File: config.mk
export PLATFORM = sky130hd
export DESIGN_NAME = nibble_serial_add_ctrl
export DESIGN_NICKNAME = d
export VERILOG_FILES = /design/src/rtl/nibble_add_pkg.sv /design/src/rtl/nibble_adder.sv /design/src/rtl/nibble_serial_add_ctrl.sv
export SDC_FILE = /design/constraint.sdc
export NUM_CORES = 1
export LEC_CHECK = 0
export CAP_MARGIN = 10
export CELL_PAD_IN_SITES_DETAIL_PLACEMENT = 1
export CELL_PAD_IN_SITES_GLOBAL_PLACEMENT = 2
export CORE_MARGIN = 5
export CORE_UTILIZATION = 28
export DETAILED_ROUTE_END_ITERATION = 12
export PLACE_DENSITY_LB_ADDON = 0.05
export SLEW_MARGIN = 20
export SYNTH_ARGS = -nofsm -noshare
export SYNTH_HDL_FRONTEND = slang
export SYNTH_SLANG_ARGS = --single-unit
File: constraint.sdc
create_clock -name clk -period 3.76 [get_ports clk]
set_clock_uncertainty 0.1 [all_clocks]
set_input_delay 0.564 -clock clk [delete_from_list [all_inputs] [get_ports clk]]
set_output_delay 0.564 -clock clk [all_outputs]
set_load 0.03 [all_outputs]
File: src/rtl/nibble_add_pkg.sv
// Shared types and constants for the nibble-serial adder.
// The optional subtract mode is selected by the NIBBLE_SUB_EN macro in the top module.
package nibble_add_pkg;

  localparam int NIBBLE_W = 4;

  typedef enum logic [1:0] {
    IDLE = 2'd0,
    RUN  = 2'd1,
    DONE = 2'd2
  } add_state_t;

  function automatic int nib_count(input int width);
    return width / NIBBLE_W;
  endfunction

endpackage

File: src/rtl/nibble_adder.sv
// Combinational 4-bit ripple-carry adder built from four full-adder cells.
module nibble_adder (
  input  logic [3:0] a,
  input  logic [3:0] b,
  input  logic       cin,
  output logic [3:0] sum,
  output logic       cout
);

  logic [4:0] w_c;

  assign w_c[0] = cin;

  for (genvar i = 0; i < 4; i++) begin : g_fa
    assign sum[i]   = a[i] ^ b[i] ^ w_c[i];
    assign w_c[i+1] = (a[i] & b[i]) | (w_c[i] & (a[i] ^ b[i]));
  end

  assign cout = w_c[4];

endmodule

File: src/rtl/nibble_serial_add_ctrl.sv
// WIDTH-bit adder that reuses one nibble_adder, one nibble per cycle, LSB first.
// Define NIBBLE_SUB_EN to add the sub input (a-b) and the signed-overflow output ovf.
module nibble_serial_add_ctrl
  import nibble_add_pkg::*;
#(
  parameter int WIDTH = 16
) (
  input  logic             clk,
  input  logic             rst,
  input  logic             in_valid,
  output logic             in_ready,
  input  logic [WIDTH-1:0] a,
  input  logic [WIDTH-1:0] b,
  input  logic             cin,
  output logic             out_valid,
  input  logic             out_ready,
  output logic [WIDTH-1:0] sum,
  output logic             cout,
`ifdef NIBBLE_SUB_EN
  input  logic             sub,
  output logic             ovf,
`endif
  output add_state_t       dbg_state
);

  localparam int NIB = nib_count(WIDTH);
  localparam int CW  = (NIB == 1) ? 1 : $clog2(NIB);

  if ((WIDTH % NIBBLE_W) != 0 || WIDTH < NIBBLE_W) begin : g_bad_width
    $error("nibble_serial_add_ctrl: WIDTH must be a multiple of 4 and >= 4");
  end

  // Handshakes: a transfer happens on a rising edge where valid && ready.
  // in_ready is high only in IDLE; out_valid is high only in DONE.
  add_state_t       r_state, w_next_state;
  logic [WIDTH-1:0] r_a, r_b, r_sum;
  logic             r_carry;
  logic [CW-1:0]    r_cnt;
  logic [3:0]       w_a_nib, w_b_nib, w_b_eff, w_nib_sum;
  logic             w_nib_cout, w_last;

  always_comb begin
    w_a_nib = '0;
    w_b_nib = '0;
    for (int k = 0; k < NIB; k++) begin
      if (r_cnt == CW'(k)) begin
        w_a_nib = r_a[k*NIBBLE_W +: NIBBLE_W];
        w_b_nib = r_b[k*NIBBLE_W +: NIBBLE_W];
      end
    end
  end

  assign w_last = (r_cnt == CW'(NIB - 1));

`ifdef NIBBLE_SUB_EN
  logic r_sub, r_ovf, w_ovf;
  assign w_b_eff = r_sub ? ~w_b_nib : w_b_nib;
  // Carry into the MSB cell is recovered from its sum bit; XOR with carry out gives signed overflow.
  assign w_ovf   = w_nib_sum[3] ^ w_a_nib[3] ^ w_b_eff[3] ^ w_nib_cout;
  assign ovf     = r_ovf;
`else
  assign w_b_eff = w_b_nib;
`endif

  nibble_adder u_nibble_adder (
    .a   (w_a_nib),
    .b   (w_b_eff),
    .cin (r_carry),
    .sum (w_nib_sum),
    .cout(w_nib_cout)
  );

  always_ff @(posedge clk) begin
    if (rst) r_state <= IDLE;
    else     r_state <= w_next_state;
  end

  always_comb begin
    w_next_state = r_state;
    case (r_state)
      IDLE:    if (in_valid)  w_next_state = RUN;
      RUN:     if (w_last)    w_next_state = DONE;
      DONE:    if (out_ready) w_next_state = IDLE;
      default:                w_next_state = IDLE;
    endcase
  end

  always_comb begin
    in_ready  = 1'b0;
    out_valid = 1'b0;
    cout      = 1'b0;
    case (r_state)
      IDLE: in_ready = 1'b1;
      DONE: begin
        out_valid = 1'b1;
        cout      = r_carry;
      end
      default: ;
    endcase
  end

  always_ff @(posedge clk) begin
    if (rst) begin
      r_a     <= '0;
      r_b     <= '0;
      r_sum   <= '0;
      r_carry <= 1'b0;
      r_cnt   <= '0;
`ifdef NIBBLE_SUB_EN
      r_sub   <= 1'b0;
      r_ovf   <= 1'b0;
`endif
    end else begin
      case (r_state)
        IDLE: if (in_valid) begin
          r_a     <= a;
          r_b     <= b;
          r_sum   <= '0;
          r_cnt   <= '0;
`ifdef NIBBLE_SUB_EN
          r_carry <= sub | cin;
          r_sub   <= sub;
          r_ovf   <= 1'b0;
`else
          r_carry <= cin;
`endif
        end
        RUN: begin
          r_carry <= w_nib_cout;
          r_cnt   <= r_cnt + CW'(1);
          for (int k = 0; k < NIB; k++) begin
            if (r_cnt == CW'(k)) r_sum[k*NIBBLE_W +: NIBBLE_W] <= w_nib_sum;
          end
`ifdef NIBBLE_SUB_EN
          if (w_last) r_ovf <= w_ovf;
`endif
        end
        default: ;
      endcase
    end
  end

  assign sum       = r_sum;
  assign dbg_state = r_state;

endmodule

==> qor.csv, run 1 <==
stage,metric,value,unit
drt,Routed Antenna Nets,0,
placed_design,routability cong.,0.715,
critical_path,"Arr. time, crit path",3.47,ns
yosys,Yosys cell types,30,
cts,post_cts resized,0,
yosys,Syn Nets,347,
critical_path,Crit. End Element,flip-flop,
global_route,initial antenna violation count,0,
floorplanning,Die Span Y,103,um
cts,Worst-path clk slew,0.09,ns
cts,Post-CTS Setup Inserts,0,
yosys,most numerous cell in the Yosys netlist,nand2_1,
yosys,Yosys warning count,0,
status,status,"finished, final reports clean",
critical_path,Critical Path RT,3.83,ns
critical_path,CP Launch Type,flip-flop,
critical_path,Worst Path Buf+Inv,3,
finish,non-filler instance count after layout,456,
flow_run,max-cap violation count,0,
drt,DRC Markers,0,
drt,drt wl/cell,14.6,um
finish,number of nets in the layout,392,
critical_path,Reg-to-Reg Start,r_cnt[0]$_SDFFE_PP0P_,
yosys,top-area cell type share of the netlist area,43.4,%
critical_path,"most used cell, CP",fa_1,
sta,final setup vio count,0,
drt,Vias,2149,
placed_design,HPWL after DPL,4970,um
finish,"Area growth, synth to finish",28.9,%
critical_path,Reg-to-Reg End,r_carry$_SDFFE_PP0P_,
critical_path,CP max stage delay,0.41,ns
yosys,Synth area leaders,"dfxtp_1 43%, nand2_1 12%, a21oi_1 10%",
pwr,PwrDens,372,nW/um^2
sta,period utilisation layout,90.6,%
sta,Worst Slack Setup Final,0.354,ns
critical_path,reg2reg path depth,14,
min_path,hold endpoint,r_b[10]$_SDFFE_PP0P_,
drt,TritonRoute pass-1 iters,4,
cts,Worst-Skew Late Latency,0.31,ns
global_route,"Remaining Overflow, GRT",0,
global_route,first-pass GRT wire length,11100,um
cts,Root Buffer Master,clkbuf_8,
critical_path,critical path's slowest cell,ha_1,
finish,ratio of cells with drive above 1 in the final layout,5.17,%
yosys,leading area contributor after synthesis,dfxtp_1,
yosys,most frequent cells after synthesis,"79 x nand2_1, 53 x dfxtp_1, 51 x a21oi_1",
placed_design,dpl cell area,3050,um^2
global_route,pin count of the biggest net entering global routing,38,
floorplanning,Std-Cell Core Area,8590,um^2
critical_path,cells along the critical path,inv_1 -> ha_1 -> a21oi_1 -> o21ai_0 -> a22o_1 -> fa_1 -> inv_1 -> fa_1 -> inv_1 -> fa_1 -> fa_1 -> nand2b_1 -> a21oi_1 -> nor3_1,
yosys,"EDFF count, synth",0,
critical_path,crit-path max FO,17,
floorplanning,IO Pins,58,
sta,Fin. Hold Viols,0,
floorplanning,die width,103,um
floorplanning,Initial Util,28.4,%
yosys,synthesis-stage register bit count,53,
cts,Num Clock Sinks,53,
drt,1st-iter DRT viols,70,
yosys,Synth Flop Type,dfxtp_1,
cts,H-tree Lvls,2,
yosys,Mapped Cells,302,
sta,slew margin rel.,51.1,%
sta,worst slew pin tran,0.733,ns
cts,clk buf depth,2,
min_path,Hold Startpoint,r_b[10]$_SDFFE_PP0P_,
sta,fin crit period,3.41,ns
placed_design,IO Port Bufs,57,
finish,Finished Cell Area,3150,um^2
yosys,"Cell Area, Synth",2440,um^2
placed_design,pre-CTS setup slack,0.349,ns
cts,Num CTS Buffers,5,
global_route,GRT Overall Usage,13.3,%
global_route,vias in the first global route,2191,
critical_path,CP Class,reg2reg,
drt,vias per inst,4.71,
critical_path,"delay-heaviest family, CP",adder cells,
pwr,worst vdd ir,0.117,mV
critical_path,worst reg-to-reg setup slack,0.35,ns
yosys,"FFs w/ async S/R, synth",0,%
pwr,leak pwr,1.11,nW
sta,total negative slack,0,ns
cts,hold bufs inserted after CTS,0,
floorplanning,Rows,34,
finish,# diodes,0,
drt,Total Routed Length,6670,um
min_path,Hold Path Depth,2,
sta,fmax,294,MHz
min_path,Min-Delay Path Class,reg2reg,
yosys,"Seq/Total Area, Yosys",43.4,%
sta,RSZ-0062 raised after global routing,false,
sta,Slew Limit Fails,0,
placed_design,Cells after DPL,448,
floorplanning,die area,10700,um^2
yosys,post-synthesis area per instance,8.09,um^2
cts,CTS tree,done,
## tightest hold or removal path: cells and delay by family, from the launching register on
family	cells	cell delay (ns)
and+or+nand+nor	1	0.05
DFF	1	0.32
AOI/OAI and AO/OA	1	0.05
## sequential cells by signal, summed over array words and instances, names as in the netlist
register   count
r_a           16
r_b           16
sum           16
dbg_state      2
r_cnt          2
r_carry        1
## logic make-up after synthesis
family | after synthesis | synth area share [%]
buffers and inverters | 44 | 8.66
AND/OR/NAND/NOR | 111 | 21.2
adder cells (fa/ha/maj) | 8 | 5.33
flip-flops | 53 | 43.4
AO/OA/AOI/OAI | 85 | 21.0
multiplexers | 1 | 0.410
## metal layers
metal | wire length [um] | vias to the layer above | global-route usage (%)
li1 | - | 1102 | -
met3 | 306 | 5 | 2.88
met1 | 3300 | 1003 | 18.5
met5 | 0 | - | 0
met4 | 79 | 0 | 3.29
met2 | 2990 | 39 | 20.9
## power breakdown
part / leakage [nW] / switching (mW) / internal, mW
Clock: 0.0542 / 0.184 / 0.167
Sequential: 0.433 / 0.0237 / 0.589
Combinational: 0.622 / 0.113 / 0.0932
Total: 1.11 / 0.321 / 0.850
## worst max path at each step
| stage | from | end | slack (ns) | depth (start not counted) |
|---|---|---|---|---|
| final | r_cnt[0]$_SDFFE_PP0P_ | r_carry$_SDFFE_PP0P_ | 0.35 | 14 |
| after CTS | r_cnt[0]$_SDFFE_PP0P_ | r_carry$_SDFFE_PP0P_ | 0.32 | 14 |
| after detailed placement | r_cnt[0]$_SDFFE_PP0P_ | r_carry$_SDFFE_PP0P_ | 0.35 | 14 |
| after global routing | r_cnt[0]$_SDFFE_PP0P_ | r_carry$_SDFFE_PP0P_ | 0.13 | 13 |
| after floorplan | r_cnt[0]$_SDFFE_PP0P_ | sum[3]$_SDFFE_PP0P_ | 0.60 | 14 |
| after global placement | r_cnt[0]$_SDFFE_PP0P_ | r_carry$_SDFFE_PP0P_ | 0.45 | 14 |
## metrics by stage
step | hold slack (ns) | power, mW | util, %
6_report | 0.361 | 1.17 | 36.6
3_3_place_gp | 0.344 | 0.837 | 35.5
5_1_grt | 0.381 | 1.25 | 36.6
4_1_cts | 0.365 | 1.20 | 36.6
2_1_floorplan | 0.336 | 0.751 | -
3_5_place_dp | 0.351 | 0.839 | 35.5
## cells in the final DEF (no fill, tap or decap)
| cell type | instances |
|---|---|
| nand4b_2 | 1 |
| o21ai_0 | 8 |
| clkdlybuf4s50_1 | 56 |
| o32ai_1 | 12 |
| or3b_2 | 1 |
| nor2b_1 | 4 |
| fa_1 | 4 |
| nor3_1 | 1 |
| nor2_1 | 2 |
| nand2b_1 | 9 |
| buf_4 | 4 |
| nand2_1 | 79 |
| a22o_1 | 6 |
| nand3b_1 | 8 |
| inv_1 | 21 |
| and2_1 | 1 |
| o21ai_2 | 1 |
| mux2i_1 | 1 |
| o21bai_1 | 1 |
| a31oi_1 | 3 |
| clkbuf_8 | 7 |
| clkinv_2 | 1 |
| nand3_1 | 2 |
| or3_1 | 1 |
| ha_1 | 4 |
| or3b_1 | 1 |
| a21oi_2 | 1 |
| buf_2 | 1 |
| nor3b_4 | 1 |
| a22oi_1 | 2 |
| a21oi_1 | 51 |
| dfxtp_1 | 53 |
## cell type report
cell class | count | area (um^2)
inverters | 21 | 78.8
clock inverters | 1 | 5.00
flip-flops and latches | 53 | 1060
well taps | 108 | 135
clock buffers | 7 | 96.3
fillers | 1044 | 5450
multi-input cells | 205 | 1180
repair buffers | 61 | 596
Note: power is estimated with default switching activity, not from simulation.
==> run 2, diff against run 1 <==
CELL_PAD_IN_SITES_GLOBAL_PLACEMENT = 1   (was 2)
CORE_UTILIZATION = 36   (was 28)
==> run 2 against run 1 <==
- final area down 1.7%
- fmax down 1.9%
- sequential power about the same
- via count up 0.47%
- first-iteration DRC count down 24%
- sequential share of layout area up 0.59 points
- global-route usage up 2.6 points
- non-clock buffer count down 1
- highest routed layer unchanged
==> qor.csv, run 2 (same netlist as run 1, synthesis figures left out) <==
stage,metric,value,unit
critical_path,Reg-to-Reg End,r_carry$_SDFFE_PP0P_,
sta,Worst Slack Setup Final,0.289,ns
flow_run,max-cap violation count,0,
sta,final setup vio count,0,
global_route,first-pass GRT wire length,10800,um
global_route,vias in the first global route,2170,
global_route,met3 Usage GRT,3.01,%
drt,Vias,2159,
sta,period utilisation layout,92.3,%
critical_path,"delay-heaviest family, CP",adder cells,
cts,CTS tree,done,
placed_design,HPWL after DPL,4730,um
critical_path,critical path's slowest cell,ha_1,
cts,hold bufs inserted after CTS,0,
sta,worst slew pin tran,0.724,ns
finish,"commonest non-fill, non-tap cell in the layout",nand2_1,
cts,post_cts resized,0,
finish,Finished Cell Area,3090,um^2
sta,hold_ws,0.359,ns
drt,vias per inst,5.06,
critical_path,crit-path max FO,17,
min_path,Hold Startpoint,r_b[9]$_SDFFE_PP0P_,
critical_path,Crit. End Element,flip-flop,
pwr,worst vdd ir,0.158,mV
sta,Fin. Hold Viols,0,
floorplanning,die width,92.4,um
sta,RSZ-0062 raised after global routing,false,
floorplanning,Initial Util,36.6,%
critical_path,Reg-to-Reg Start,r_cnt[0]$_SDFFE_PP0P_,
floorplanning,die area,8530,um^2
cts,H-tree Lvls,2,
sta,fmax,288,MHz
finish,most frequent cells in the layout,"79 x nand2_1, 56 x clkdlybuf4s50_1, 53 x dfxtp_1",
placed_design,routability cong.,0.738,
status,status,"finished, final reports clean",
sta,total negative slack,0,ns
placed_design,dpl cell area,3000,um^2
min_path,hold endpoint,r_b[9]$_SDFFE_PP0P_,
critical_path,Worst Path Buf+Inv,3,
global_route,GRT Overall Usage,15.9,%
drt,Total Routed Length,6450,um
critical_path,cells along the critical path,inv_1 -> ha_1 -> a21oi_1 -> o21ai_0 -> a22o_1 -> fa_1 -> inv_1 -> fa_1 -> inv_1 -> fa_1 -> fa_1 -> nand2b_1 -> a21oi_1 -> nor3_1,
floorplanning,IO Pins,58,
global_route,met1 Usage GRT,21.6,%
cts,Worst-path clk slew,0.10,ns
pwr,leak pwr,1.09,nW
cts,Num Clock Sinks,53,
cts,clk buf depth,2,
min_path,Hold Path Depth,2,
critical_path,Critical Path RT,3.82,ns
critical_path,"Arr. time, crit path",3.53,ns
cts,Root Buffer Master,clkbuf_8,
finish,ratio of cells with drive above 1 in the final layout,4.61,%
global_route,"Remaining Overflow, GRT",0,
drt,drt wl/cell,15.1,um
floorplanning,Rows,30,
cts,Worst-Skew Late Latency,0.30,ns
drt,TritonRoute pass-1 iters,4,
sta,fin crit period,3.47,ns
drt,1st-iter DRT viols,53,
floorplanning,Die Span Y,92.4,um
finish,number of nets in the layout,391,
finish,"Area growth, synth to finish",26.7,%
sta,slew margin rel.,51.7,%
critical_path,CP Class,reg2reg,
pwr,PwrDens,369,nW/um^2
critical_path,worst reg-to-reg setup slack,0.29,ns
placed_design,IO Port Bufs,57,
global_route,M2 GR Usage,25.4,%
global_route,gr busiest metal,met2,
min_path,Min-Delay Path Class,reg2reg,
drt,Routed Antenna Nets,0,
finish,# diodes,0,
drt,DRC Markers,0,
critical_path,"most used cell, CP",fa_1,
critical_path,CP max stage delay,0.44,ns
cts,Num CTS Buffers,5,
critical_path,reg2reg path depth,14,
pwr,Final Power,1.14,mW
critical_path,CP Launch Type,flip-flop,
floorplanning,Std-Cell Core Area,6680,um^2
placed_design,pre-CTS setup slack,0.305,ns
cts,Post-CTS Setup Inserts,0,
global_route,pin count of the biggest net entering global routing,60,
sta,Slew Limit Fails,0,
global_route,initial antenna violation count,0,
run 2: cell types whose count changed in the layout (fill, tap and decap cells not counted):
cell and delta:
clkinv_2 -1, clkbuf_8 -2, buf_2 -1, clkbuf_1 +1
clkinvlp_4 +2
run 2: metrics by stage:
step / util (%) / cells
finish: 46.3 / 427
global route: 46.3 / 427
CTS: 46.3 / 427
detailed placement: 45.0 / 419
global placement: 45.0 / 419
floorplan: - / 302
run 2: layer usage:
| metal | share of wire, % | routed length (um) |
|---|---|---|
| met3 | 5.2 | 333 |
| met4 | 1.0 | 67 |
| met5 | 0 | 0 |
| met1 | 48 | 3080 |
| met2 | 46 | 2970 |
run 2: tightest hold or removal path: stages, from the launching register on:
cell,delay (ns)
dfxtp_1,0.32
nand2_1,0.05
a21oi_1,0.05
run 2: worst max-delay path by stage:
stage	start	to	slack, ns	depth (start not counted)
2_1_floorplan	r_cnt[0]$_SDFFE_PP0P_	sum[3]$_SDFFE_PP0P_	0.60	14
3_3_place_gp	r_cnt[0]$_SDFFE_PP0P_	r_carry$_SDFFE_PP0P_	0.45	14
3_5_place_dp	r_cnt[0]$_SDFFE_PP0P_	r_carry$_SDFFE_PP0P_	0.31	14
4_1_cts	r_cnt[0]$_SDFFE_PP0P_	r_carry$_SDFFE_PP0P_	0.27	14
5_1_grt	r_cnt[0]$_SDFFE_PP0P_	r_carry$_SDFFE_PP0P_	0.07	14
6_report	r_cnt[0]$_SDFFE_PP0P_	r_carry$_SDFFE_PP0P_	0.29	14
run 2: layout make-up:
type	instances	area [um^2]
Sequential cell	53	1060
Fill cell	808	3590
Clock buffer	6	72.6
Tap cell	80	100
Clock inverter	2	15.0
Multi-Input combinational cell	205	1180
Inverter	21	78.8
Timing Repair Buffer	60	591
run 2: report_power, final:
part	leakage (nW)	total, mW	internal, mW	switching, mW
sequential	0.433	0.612	0.590	0.0228
clock	0.0374	0.321	0.132	0.189
combinational	0.618	0.207	0.0932	0.114
